--- src/rtl/id_hazard_unit.sv ---
// ID-stage stall/flush controller: computes bubbles for operands the ID forwarding
// paths cannot supply yet, squashes IF/ID on taken control flow, keeps saturating stats.
module id_hazard_unit #(
  parameter int unsigned CNT_W = 16
) (
  input  logic             clk,
  input  logic             reset_n,
  input  logic [4:0]       IF_ID_rs,
  input  logic [4:0]       IF_ID_rt,
  input  logic             ID_uses_rs,
  input  logic             ID_uses_rt,
  input  logic             ID_is_branch,
  input  logic             ID_is_jr,
  input  logic             Branch_taken,
  input  logic             Jump,
  input  logic             ID_EX_RegWrite,
  input  logic             ID_EX_MemRead,
  input  logic [4:0]       ID_EX_rd,
  input  logic             EX_MEM_RegWrite,
  input  logic             EX_MEM_MemRead,
  input  logic [4:0]       EX_MEM_rd,
  output logic             PC_Write,
  output logic             IF_ID_Write,
  output logic             ID_EX_Flush,
  output logic             IF_ID_Flush,
  output logic             hazard_busy,
  output logic [CNT_W-1:0] stall_cycles,
  output logic [CNT_W-1:0] flush_count
);

  logic [1:0] cnt;
  logic [1:0] need;
  logic [1:0] need_rs;
  logic [1:0] need_rt;
  logic       src_rs, src_rt, cmp_rs;
  logic       ex_a_rs, ex_l_rs, mem_l_rs, mem_w_rs;
  logic       ex_a_rt, ex_l_rt, mem_w_rt;
  logic       stall;

  // A branch reads both sources even if the decoder did not flag them.
  assign src_rs = (ID_uses_rs | ID_is_branch) & (IF_ID_rs != 5'd0);
  assign src_rt = (ID_uses_rt | ID_is_branch) & (IF_ID_rt != 5'd0);
  assign cmp_rs = ID_is_branch | ID_is_jr;

  assign ex_a_rs  = ID_EX_RegWrite & (ID_EX_rd == IF_ID_rs) & ~ID_EX_MemRead;
  assign ex_l_rs  = ID_EX_RegWrite & (ID_EX_rd == IF_ID_rs) &  ID_EX_MemRead;
  assign mem_w_rs = EX_MEM_RegWrite & (EX_MEM_rd == IF_ID_rs);
  assign mem_l_rs = mem_w_rs & EX_MEM_MemRead;

  assign ex_a_rt  = ID_EX_RegWrite & (ID_EX_rd == IF_ID_rt) & ~ID_EX_MemRead;
  assign ex_l_rt  = ID_EX_RegWrite & (ID_EX_rd == IF_ID_rt) &  ID_EX_MemRead;
  assign mem_w_rt = EX_MEM_RegWrite & (EX_MEM_rd == IF_ID_rt);

  always_comb begin
    need_rs = '0;
    if (src_rs) begin
      if (cmp_rs) begin
        if (ex_l_rs)                   need_rs = 2'd2;
        else if (ex_a_rs || mem_l_rs)  need_rs = 2'd1;
      end else if (ex_l_rs) begin
        need_rs = 2'd1;
      end
    end
  end

  // rt has no EX/MEM forwarding path into the ID comparator, so any MEM-stage
  // writer of rt costs a bubble for a branch.
  always_comb begin
    need_rt = '0;
    if (src_rt) begin
      if (ID_is_branch) begin
        if (ex_a_rt || ex_l_rt) need_rt = 2'd2;
        else if (mem_w_rt)      need_rt = 2'd1;
      end else if (ex_l_rt) begin
        need_rt = 2'd1;
      end
    end
  end

  assign need = (need_rs > need_rt) ? need_rs : need_rt;

  assign stall       = reset_n & ((cnt != 2'd0) | (need != 2'd0));
  assign hazard_busy = (cnt != 2'd0);
  assign PC_Write    = ~stall;
  assign IF_ID_Write = ~stall;
  assign ID_EX_Flush = stall;
  assign IF_ID_Flush = ~stall & ((ID_is_branch & Branch_taken) | Jump | ID_is_jr);

  // Once counting down, the remaining bubbles are committed regardless of need.
  always_ff @(posedge clk or negedge reset_n) begin
    if (!reset_n) begin
      cnt <= '0;
    end else if (cnt != 2'd0) begin
      cnt <= cnt - 2'd1;
    end else if (need != 2'd0) begin
      cnt <= need - 2'd1;
    end
  end

  always_ff @(posedge clk or negedge reset_n) begin
    if (!reset_n) begin
      stall_cycles <= '0;
      flush_count  <= '0;
    end else begin
      if (stall && (stall_cycles != '1))
        stall_cycles <= stall_cycles + CNT_W'(1);
      if (IF_ID_Flush && (flush_count != '1))
        flush_count <= flush_count + CNT_W'(1);
    end
  end

endmodule

--- config.mk ---
export PLATFORM = sky130hd
export DESIGN_NAME = id_hazard_unit
export DESIGN_NICKNAME = d
export VERILOG_FILES = /design/src/rtl/id_hazard_unit.sv
export SDC_FILE = /design/constraint.sdc
export NUM_CORES = 1
export LEC_CHECK = 0
export ABC_CLOCK_PERIOD_IN_PS = 4750
export CAP_MARGIN = 10
export CORE_MARGIN = 2
export CORE_UTILIZATION = 49
export CTS_CLUSTER_DIAMETER = 60
export DETAILED_ROUTE_END_ITERATION = 7
export GPL_ROUTABILITY_DRIVEN = 0
export GPL_TIMING_DRIVEN = 0
export PLACE_DENSITY_LB_ADDON = 0.15
export SKIP_CTS_REPAIR_TIMING = 1
export SLEW_MARGIN = 40
export SYNTH_ARGS = -nofsm -noshare
export SYNTH_HDL_FRONTEND = slang
export SYNTH_SLANG_ARGS = --single-unit
export TNS_END_PERCENT = 50
--- constraint.sdc ---
create_clock -name clk -period 4.75 [get_ports clk]
set_clock_uncertainty 0.05 [all_clocks]
set_input_delay 0.7125 -clock clk [delete_from_list [all_inputs] [get_ports clk]]
set_output_delay 0.7125 -clock clk [all_outputs]
set_load 0.05 [all_outputs]
# --- Word-level counts from Yosys, hierarchy flattened ---
# Index checks and enable logic that the tools add are counted.
word_totals:
  reg_bits: 34
  input_bits: 32
  out_inout_bits: 37
  wordCells: 58
classes:
  eq_ne: 6
  n_addsub: 4
  muxes: 13
  n_reduce_logical: 9
  n_bitwise: 22
  order_cmp: 1
op_table:
  columns: ["operator", "n"]
  rows:
  - ["adder 16 x 1 -> 16 bit (second input constant)", 2]
  - ["!= test 16 bit (second input constant)", 2]
  - ["== test 5 bit", 4]
  - ["2-to-1 mux 2 bit", 9]
  - ["bitwise AND 1 bit", 14]
  - ["nonzero test 5 bit", 2]
  - ["bitwise OR 1 bit", 6]
  - ["nonzero test 2 bit", 3]
  - ["2-to-1 mux 1 bit", 4]
  - ["subtractor 2 x 1 -> 2 bit (second input constant)", 2]
  - ["> comparator 2 bit", 1]
  - ["logical AND 1 bit", 2]
  - ["logical OR 1 bit", 2]
  - ["inverter 1 bit", 2]

# --- Longest topological paths before layout ---
# Gate-level depths: netlist of run 1.
logic_depth:
  depth_word: 16
  depth_mapped: 15
  mapped_depth_nobuf: 14

# --- Worst setup path before layout of run 1 ---
# OpenSTA, ideal clock, no wires.
synth_timing:
  kind: "input to output"
  start: "in ID_EX_rd[4]"
  end: "out PC_Write"
  path_slack_ps: 419
  n_path_buf: 1
  arrival_ps: 3568
  t_required_ps: 3988
  path_stages: 12
  cell_sequence: "xor2_1 > nor4_2 > nor2b_1 > nand4_1 > ha_1 > nor2_1 > a2bb2oi_1 > nor3b_1 > a211oi_4 > nor2_4 > inv_1 > buf_4"
synth_via:
  elab_chain_cells: 14
  elab_cells_between_ends: 25
synth_rtl:
  columns: ["element", "line", "text"]
  rows:
  - ["start: declaration", "18", "input logic [4:0] ID_EX_rd,"]
  - ["== test 5 bit", "45, 46", null]
  - ["bitwise AND 1 bit", "45, 46", null]
  - ["bitwise AND 1 bit", "45", "assign ex_a_rs = ID_EX_RegWrite & (ID_EX_rd == IF_ID_rs) & ~ID_EX_MemRead;"]
  - ["logical OR 1 bit", "59", "else if (ex_a_rs || mem_l_rs) need_rs = 2'd1;"]
  - ["2-to-1 mux 1 bit", "59", null]
  - ["2-to-1 mux 2 bit", "58", "if (ex_l_rs) need_rs = 2'd2;"]
  - ["2-to-1 mux 2 bit", "57", "if (cmp_rs) begin"]
  - ["2-to-1 mux 2 bit", "56", "if (src_rs) begin"]
  - ["> comparator 2 bit", "80", "assign need = (need_rs > need_rt) ? need_rs : need_rt;"]
  - ["2-to-1 mux 2 bit *", "80", null]
  - ["nonzero test 2 bit *", "82", "assign stall = reset_n & ((cnt != 2'd0) | (need != 2'd0));"]
  - ["bitwise OR 1 bit *", "82", null]
  - ["bitwise AND 1 bit *", "82", null]
  - ["named net ID_EX_Flush", "24", "output logic ID_EX_Flush,"]
  - ["inverter 1 bit *", null, null]
  - ["end: declaration", "22", "output logic PC_Write,"]
# Mark *: on every way through the listed nets, which the timed path passes. The rest lies on a longest branch.

# --- Final worst setup path of run 1 ---
layout_timing:
  start: "in IF_ID_rs[4]"
  end: "out PC_Write"
layout_via:
  elab_chain_cells: 14
  elab_cells_between_ends: 21
layout_rtl:
  columns: ["element", "line", "text"]
  rows:
  - ["start: declaration", "8", "input logic [4:0] IF_ID_rs,"]
  - ["== test 5 bit (on tied branches)", "45, 46, 47", null]
  - ["bitwise AND 1 bit (on tied branches)", "45, 46, 47", null]
  - ["bitwise AND 1 bit (on tied branches)", "45, 48", null]
  - ["logical OR 1 bit", "59", null]
  - ["2-to-1 mux 1 bit", "59", null]
  - ["2-to-1 mux 2 bit", "58", null]
  - ["2-to-1 mux 2 bit", "57", null]
  - ["2-to-1 mux 2 bit *", "56", null]
  - ["> comparator 2 bit", "80", null]
  - ["2-to-1 mux 2 bit *", "80", null]
  - ["nonzero test 2 bit *", "82", null]
  - ["bitwise OR 1 bit *", "82", null]
  - ["bitwise AND 1 bit *", "82", null]
  - ["inverter 1 bit *", "84", "assign PC_Write = ~stall;"]
# Every way passes the cells marked *; elsewhere a longest branch is shown, timed or not.

==> results of run 1 <==
-- per-stage QoR --
step / instances / total power, mW
2_1_floorplan: 207 / 0.704
3_3_place_gp: 325 / 0.873
3_5_place_dp: 326 / 0.888
4_1_cts: 334 / 1.15
5_1_grt: 337 / 1.20
6_report: 337 / 1.15
-- worst max path at each step --
stage / slack [ns] / endpoint / start
floorplan: 0.42 / PC_Write / ID_EX_rd[4]
global placement: -0.55 / PC_Write / IF_ID_rs[0]
detailed placement: -0.52 / PC_Write / IF_ID_rs[0]
CTS: -0.53 / PC_Write / IF_ID_rs[0]
global route: -0.07 / PC_Write / IF_ID_rs[4]
finish: 0.04 / PC_Write / IF_ID_rs[4]
-- cells in the final DEF (no fill, tap or decap), types with 2 or more instances in the layout --
cell type / count
a21oi_1: 3
and3_1: 11
and4_1: 2
buf_4: 5
clkbuf_2: 3
clkbuf_8: 5
clkdlybuf4s50_1: 62
clkinv_2: 2
dfrtp_1: 34
ha_1: 5
inv_1: 7
mux2_2: 5
nand2_1: 18
nand2b_1: 2
nand3_1: 9
nand4_1: 18
nor2_1: 13
nor2_2: 2
nor3_1: 4
nor4_1: 2
nor4_2: 3
or4_1: 2
xnor2_1: 32
xor2_1: 16
-- final cells by class --
cell class	count	area, um2	share of cell area (%)
Tap cell	50	62.6	2.11
Clock inverter	3	40.0	1.35
Multi-Input combinational cell	162	1170	39.6
Timing Repair Buffer	72	711	24.0
Clock buffer	5	68.8	2.32
Sequential cell	34	851	28.7
Inverter	7	26.3	0.886
Buffer	4	30.0	1.01
-- worst max-delay path: stages --
cell and delay (ns):
clkdlybuf4s50_1 0.47, xor2_1 0.21, nor4_2 0.32, and3_1 0.24, mux2_2 0.38, nand2_1 0.07, ha_1 0.14, nor2_1 0.05
a2bb2oi_2 0.14, a211o_1 0.30, a21oi_2 0.21, a211oi_4 0.08, nor2_4 0.20, inv_1 0.08, buf_4 0.13, clkbuf_4 0.20
-- flip-flops by register name, summed over array words and instances, names as in the netlist --
signal / flops
cnt: 2
flush_count: 16
stall_cycles: 16
-- per-layer routing --
layer | share of wire (%) | vias to the layer above | GRT usage (%)
met5 | 0 | - | 0
met4 | 1.1 | 0 | 6.13
met3 | 3.8 | 8 | 5.19
met2 | 51 | 43 | 34.7
met1 | 44 | 881 | 29.8
li1 | - | 886 | -
-- kinds of logic (layout without fill, tap and decap cells) --
family	Yosys count	in the layout	share of synthesized area, %
muxes	6	6	3.29
DFF	34	34	41.5
AOI/OAI and AO/OA	12	12	4.57
and+or+nand+nor	91	91	24.4
buffers and inverters	11	91	2.74
xor gates and xnor gates	48	48	20.5
adders and majority gates	5	5	3.05
-- power groups by stage --
stage | Sequential (mW) | Combinational [mW] | Clock, mW
2_1_floorplan | 0.548 | 0.156 | 0
3_3_place_gp | 0.399 | 0.474 | 0
3_5_place_dp | 0.400 | 0.488 | 0
4_1_cts | 0.395 | 0.490 | 0.267
5_1_grt | 0.405 | 0.513 | 0.280
6_report | 0.395 | 0.488 | 0.263
==> results.py, run 1 <==
metrics = {
    "outcome": {
        "status": "finished clean",
    },
    "floorplanning": {
        "coreArea_um2": 4030,
        "die-area_um2": 4720,
        "fp.dieW_um": 68.7,
        "rows": 23,
        "initial_core_util_pct": 50.9,
        "die-height_um": 68.7,
        "io_pins": 69,
    },
    "timing": {
        "finalCritPeriodShare_pct": 99.1,
        "fin_hold_ws_ns": 0.272,
        "fin_setup_tns_ns": 0,
        "worst_pin_slew_ns": 0.634,
        "min_period_ns": 4.71,
        "fin_ws_ns": 0.0431,
        "hold_viol": 0,
        "max_slew_margin_pct": 57.5,
        "fmax_ghz": 0.212,
        "slew_violations": 0,
        "setup_viol": 0,
    },
    "synthesis": {
        "ys_seq_area_share_pct": 41.5,
        "yosysWarnings": 0,
        "synth.net_count": 244,
        "synthTopCellsByCount": "dfrtp_1 (34), xnor2_1 (32), nand2_1 (18), nand4_1 (18), xor2_1 (16)",
        "synth_area_leader_cell": "dfrtp_1",
        "synth_area_um2": 2050,
        "synth_most_common_cell": "dfrtp_1",
        "synth_ff_type": "dfrtp_1",
        "async_flop_share_pct": 100,
        "yosys.cell_types.count": 35,
        "synth_area_leaders": "dfrtp_1 (41%), xnor2_1 (14%), xor2_1 (6.8%), nand4_1 (5.5%), and3_1 (3.4%)",
        "synth_top_cell_area_share_pct": 41.5,
        "synth_seq_cells": 34,
        "synth_edf_count": 0,
        "syn_area_per_cell_um2": 9.91,
        "synth_cells": 207,
    },
    "critical_path": {
        "ff2ff_setup_slack_ns": 2.43,
        "regToRegStartpoint": "cnt[1]",
        "cp-end-kind": "primary output",
        "crit_path_start_kind": "primary input",
        "r2r_end": "flush_count[12]",
        "path_max_fanout": 5,
        "rr_worst_depth": 8,
        "cp.arrival_ns": 3.94,
        "crit_type": "in -> out",
        "crit_required_ns": 3.99,
    },
    "power": {
        "switchingPower_mw": 0.469,
        "comb_power_share_pct": 42.6,
        "leakagePower_nw": 1.26,
        "switching_share_pct": 40.9,
        "p_per_area_nw_per_um2": 387,
        "seqPwrFrac_pct": 34.5,
        "pwr-share-clk_pct": 22.9,
        "vdd_drop_max_uv": 398,
        "cellInternalPower_mw": 0.677,
    },
    "detailed_routing": {
        "num_vias": 1818,
        "firstDrtPassIters": 4,
        "drc": 0,
        "antenna_left": 0,
        "routed_wl_um": 5130,
        "via_per_inst": 5.39,
        "drt_iter0_markers": 155,
        "wl_per_cell_um": 15.2,
    },
    "global_routing": {
        "grt_pass1_vias": 1715,
        "antenna_found_initial": 0,
        "track_usage_pct": 21.9,
        "grt-ovfl-total": 0,
        "grt_pass1_wl_um": 7720,
        "grt_max_degree": 24,
    },
    "cells_and_area": {
        "syn_to_final_growth_pct": 44.5,
        "post-route-util_pct": 73.6,
        "layout-drive-gt1-share_pct": 12.9,
        "final_area_um2": 2960,
        "diodes": 0,
        "fill_cells": 302,
        "final_nets": 323,
    },
    "clock_network": {
        "cts_tree": "built",
        "clock_path_buffers": 2,
        "cts_max_level": 2,
        "cts.sinks": 34,
        "path_clk_slew_ns": 0.08,
        "clk_latency_ns": 0.29,
        "numCtsBuffers": 5,
        "cts_root_buf": "clkbuf_8",
    },
    "placement": {
        "placedInstanceArea_um2": 2820,
        "portBuffers": 68,
        "hpwl_um": 3960,
        "dp_slack_ns": -0.523,
    },
    "min_path": {
        "hold_path.class": "in -> async",
    },
    "flow_run": {
        "maxCapViolCount": 0,
    },
}
Note: power is estimated with default switching activity, not from simulation.
==> inputs of run 2 (changes only) <==
--- a/config.mk
+++ b/config.mk
@@ -7,7 +7,6 @@
 export LEC_CHECK = 0
 export ABC_CLOCK_PERIOD_IN_PS = 4750
 export CAP_MARGIN = 10
-export CORE_MARGIN = 2
 export CORE_UTILIZATION = 49
 export CTS_CLUSTER_DIAMETER = 60
 export DETAILED_ROUTE_END_ITERATION = 7
==> results.py, run 2 (synthesis gave the netlist of run 1 again) <==
metrics = {
    "floorplanning": {
        "io_pins": 69,
        "coreArea_um2": 4000,
        "fp.dieW_um": 66.7,
        "rows": 23,
        "die-area_um2": 4450,
        "initial_core_util_pct": 51.3,
        "die-height_um": 66.7,
    },
    "critical_path": {
        "crit_path_start_kind": "primary input",
        "cp-end-kind": "primary output",
        "path_max_fanout": 6,
        "cp.arrival_ns": 3.92,
        "cp_cell_sequence": "clkdlybuf4s50_1 -> xor2_1 -> nor4_1 -> and3_1 -> mux2_2 -> nand2_1 -> ha_1 -> nor2_1 -> a2bb2oi_1 -> a211o_1 -> a21oi_2 -> a211oi_4 -> nor2_4 -> inv_1 -> buf_4 -> clkbuf_2",
        "critPathMaxStageDelay_ns": 0.48,
        "crit_required_ns": 3.99,
        "crit_type": "in -> out",
        "crit_buf_inv": 4,
        "crit_family": "buffers and inverters",
        "slowest_stage": "clkdlybuf4s50_1",
    },
    "cells_and_area": {
        "layout-drive-gt1-share_pct": 10.3,
        "layout_common_cells": "clkdlybuf4s50_1 (63), dfrtp_1 (34), xnor2_1 (32), nand4_1 (18), nand2_1 (18)",
        "final_nets": 320,
        "syn_to_final_growth_pct": 41.2,
        "reg_top3": "flush_count: 16 flops, stall_cycles: 16 flops, cnt: 2 flops",
        "final_common_cell": "clkdlybuf4s50_1",
        "diodes": 0,
    },
    "detailed_routing": {
        "antenna_left": 0,
        "via_per_inst": 5.56,
        "firstDrtPassIters": 6,
        "routed_wl_um": 4930,
        "drt_iter0_markers": 84,
        "wl_per_cell_um": 14.8,
        "num_vias": 1847,
        "drc": 1,
    },
    "min_path": {
        "hold_path.class": "in -> async",
    },
    "clock_network": {
        "cts_tree": "built",
        "cts_root_buf": "clkbuf_8",
        "clk_latency_ns": 0.29,
        "path_clk_slew_ns": 0.06,
        "cts.sinks": 34,
        "numCtsBuffers": 5,
        "clock_path_buffers": 2,
        "cts_max_level": 2,
    },
    "outcome": {
        "violations": "design-rule violations",
        "status": "complete, but fails checks",
    },
    "timing": {
        "hold_viol": 0,
        "max_slew_margin_pct": 53.6,
        "min_period_ns": 4.68,
        "slew_violations": 0,
        "grt_setup_unrepaired": "true",
        "worst_pin_slew_ns": 0.691,
        "setup_viol": 0,
        "fin_setup_tns_ns": 0,
        "fmax_ghz": 0.214,
        "finalCritPeriodShare_pct": 98.5,
    },
    "global_routing": {
        "grt-ovfl-total": 0,
        "antenna_found_initial": 0,
        "grt_pass1_wl_um": 8260,
        "global_route.usage.met2_pct": 41.0,
        "gr-usage-met1_pct": 30.5,
        "grt_max_degree": 23,
        "grt_use_met3_pct": 4.79,
        "grt_pass1_vias": 1865,
        "track_usage_pct": 24.6,
        "busiest_layer": "met2",
    },
    "placement": {
        "hpwl_um": 3860,
        "portBuffers": 68,
    },
    "power": {
        "total_power_mw": 1.09,
        "p_per_area_nw_per_um2": 377,
        "leakagePower_nw": 1.23,
        "vdd_drop_max_uv": 149,
    },
    "flow_run": {
        "maxCapViolCount": 0,
    },
}
==> run 2: changes by cell type in the layout (fill, tap and decap cells not counted), sizes merged <==
cell / change
clkdlybuf4s50: +1
bufinv: -1
clkbuf: +1
buf: -3
clkinv: -2
dlymetal6s2s: -1
==> run 2: metrics by stage <==
step / instance area [um2] / std cells / hold slack (ns) / worst slack (ns) / util [%]
after floorplan: 2050 / 207 / 0.367 / 0.419 / -
after global placement: 2800 / 325 / 0.399 / -0.512 / 69.9
after detailed placement: 2820 / 326 / 0.396 / -0.545 / 70.4
after CTS: 2900 / 332 / 0.294 / -0.548 / 72.5
after global routing: 2900 / 332 / 0.304 / -0.0865 / 72.4
final: 2900 / 332 / 0.291 / 0.0704 / 72.4
==> run 2: worst reg2reg max path: stages, from the launching register on <==
cell and delay, ns:
dfrtp_1 0.44, and3_1 0.21, and3_1 0.26, and3_1 0.26, nand2_1 0.07, o21ai_0 0.08, nor2_2 0.22, buf_4 0.23
nand4_1 0.15, xnor2_1 0.17
==> run 2: worst paths after layout <==
| check | cells after the start | from | slack (ns) | to |
|---|---|---|---|---|
| max | 16 | IF_ID_rs[0] | 0.07 | PC_Write |
| min | 1 | reset_n | 0.29 | stall_cycles[7] |
| max reg2reg | 9 | stall_cycles[3] | 2.49 | stall_cycles[6] |
| min reg2reg | 1 | cnt[0] | 0.42 | cnt[0] |
| max in group asynchronous | 2 | reset_n | 3.94 | flush_count[9] |
| min in group clk | 1 | cnt[0] | 0.42 | cnt[0] |
==> run 2: layer usage <==
layer	wire (um)	vias to the layer above	share of wire, %
met4	127	0	2.6
li1	-	871	-
met2	2400	71	49
met3	231	15	4.7
met5	0	-	0
met1	2170	890	44
==> run 2: layout make-up <==
| type | instances | area [um2] |
|---|---|---|
| Timing Repair Buffer | 69 | 683 |
| Clock buffer | 6 | 82.6 |
| Sequential cell | 34 | 851 |
| Buffer | 4 | 30.0 |
| Fill cell | 320 | 1100 |
| Tap cell | 50 | 62.6 |
| Inverter | 7 | 26.3 |
| Multi-Input combinational cell | 162 | 1160 |
==> run 2: report_power, final <==
group          internal, mW  switching, mW
logic                 0.183          0.299
clock network         0.112         0.0999
registers             0.338         0.0612
total                 0.632          0.460
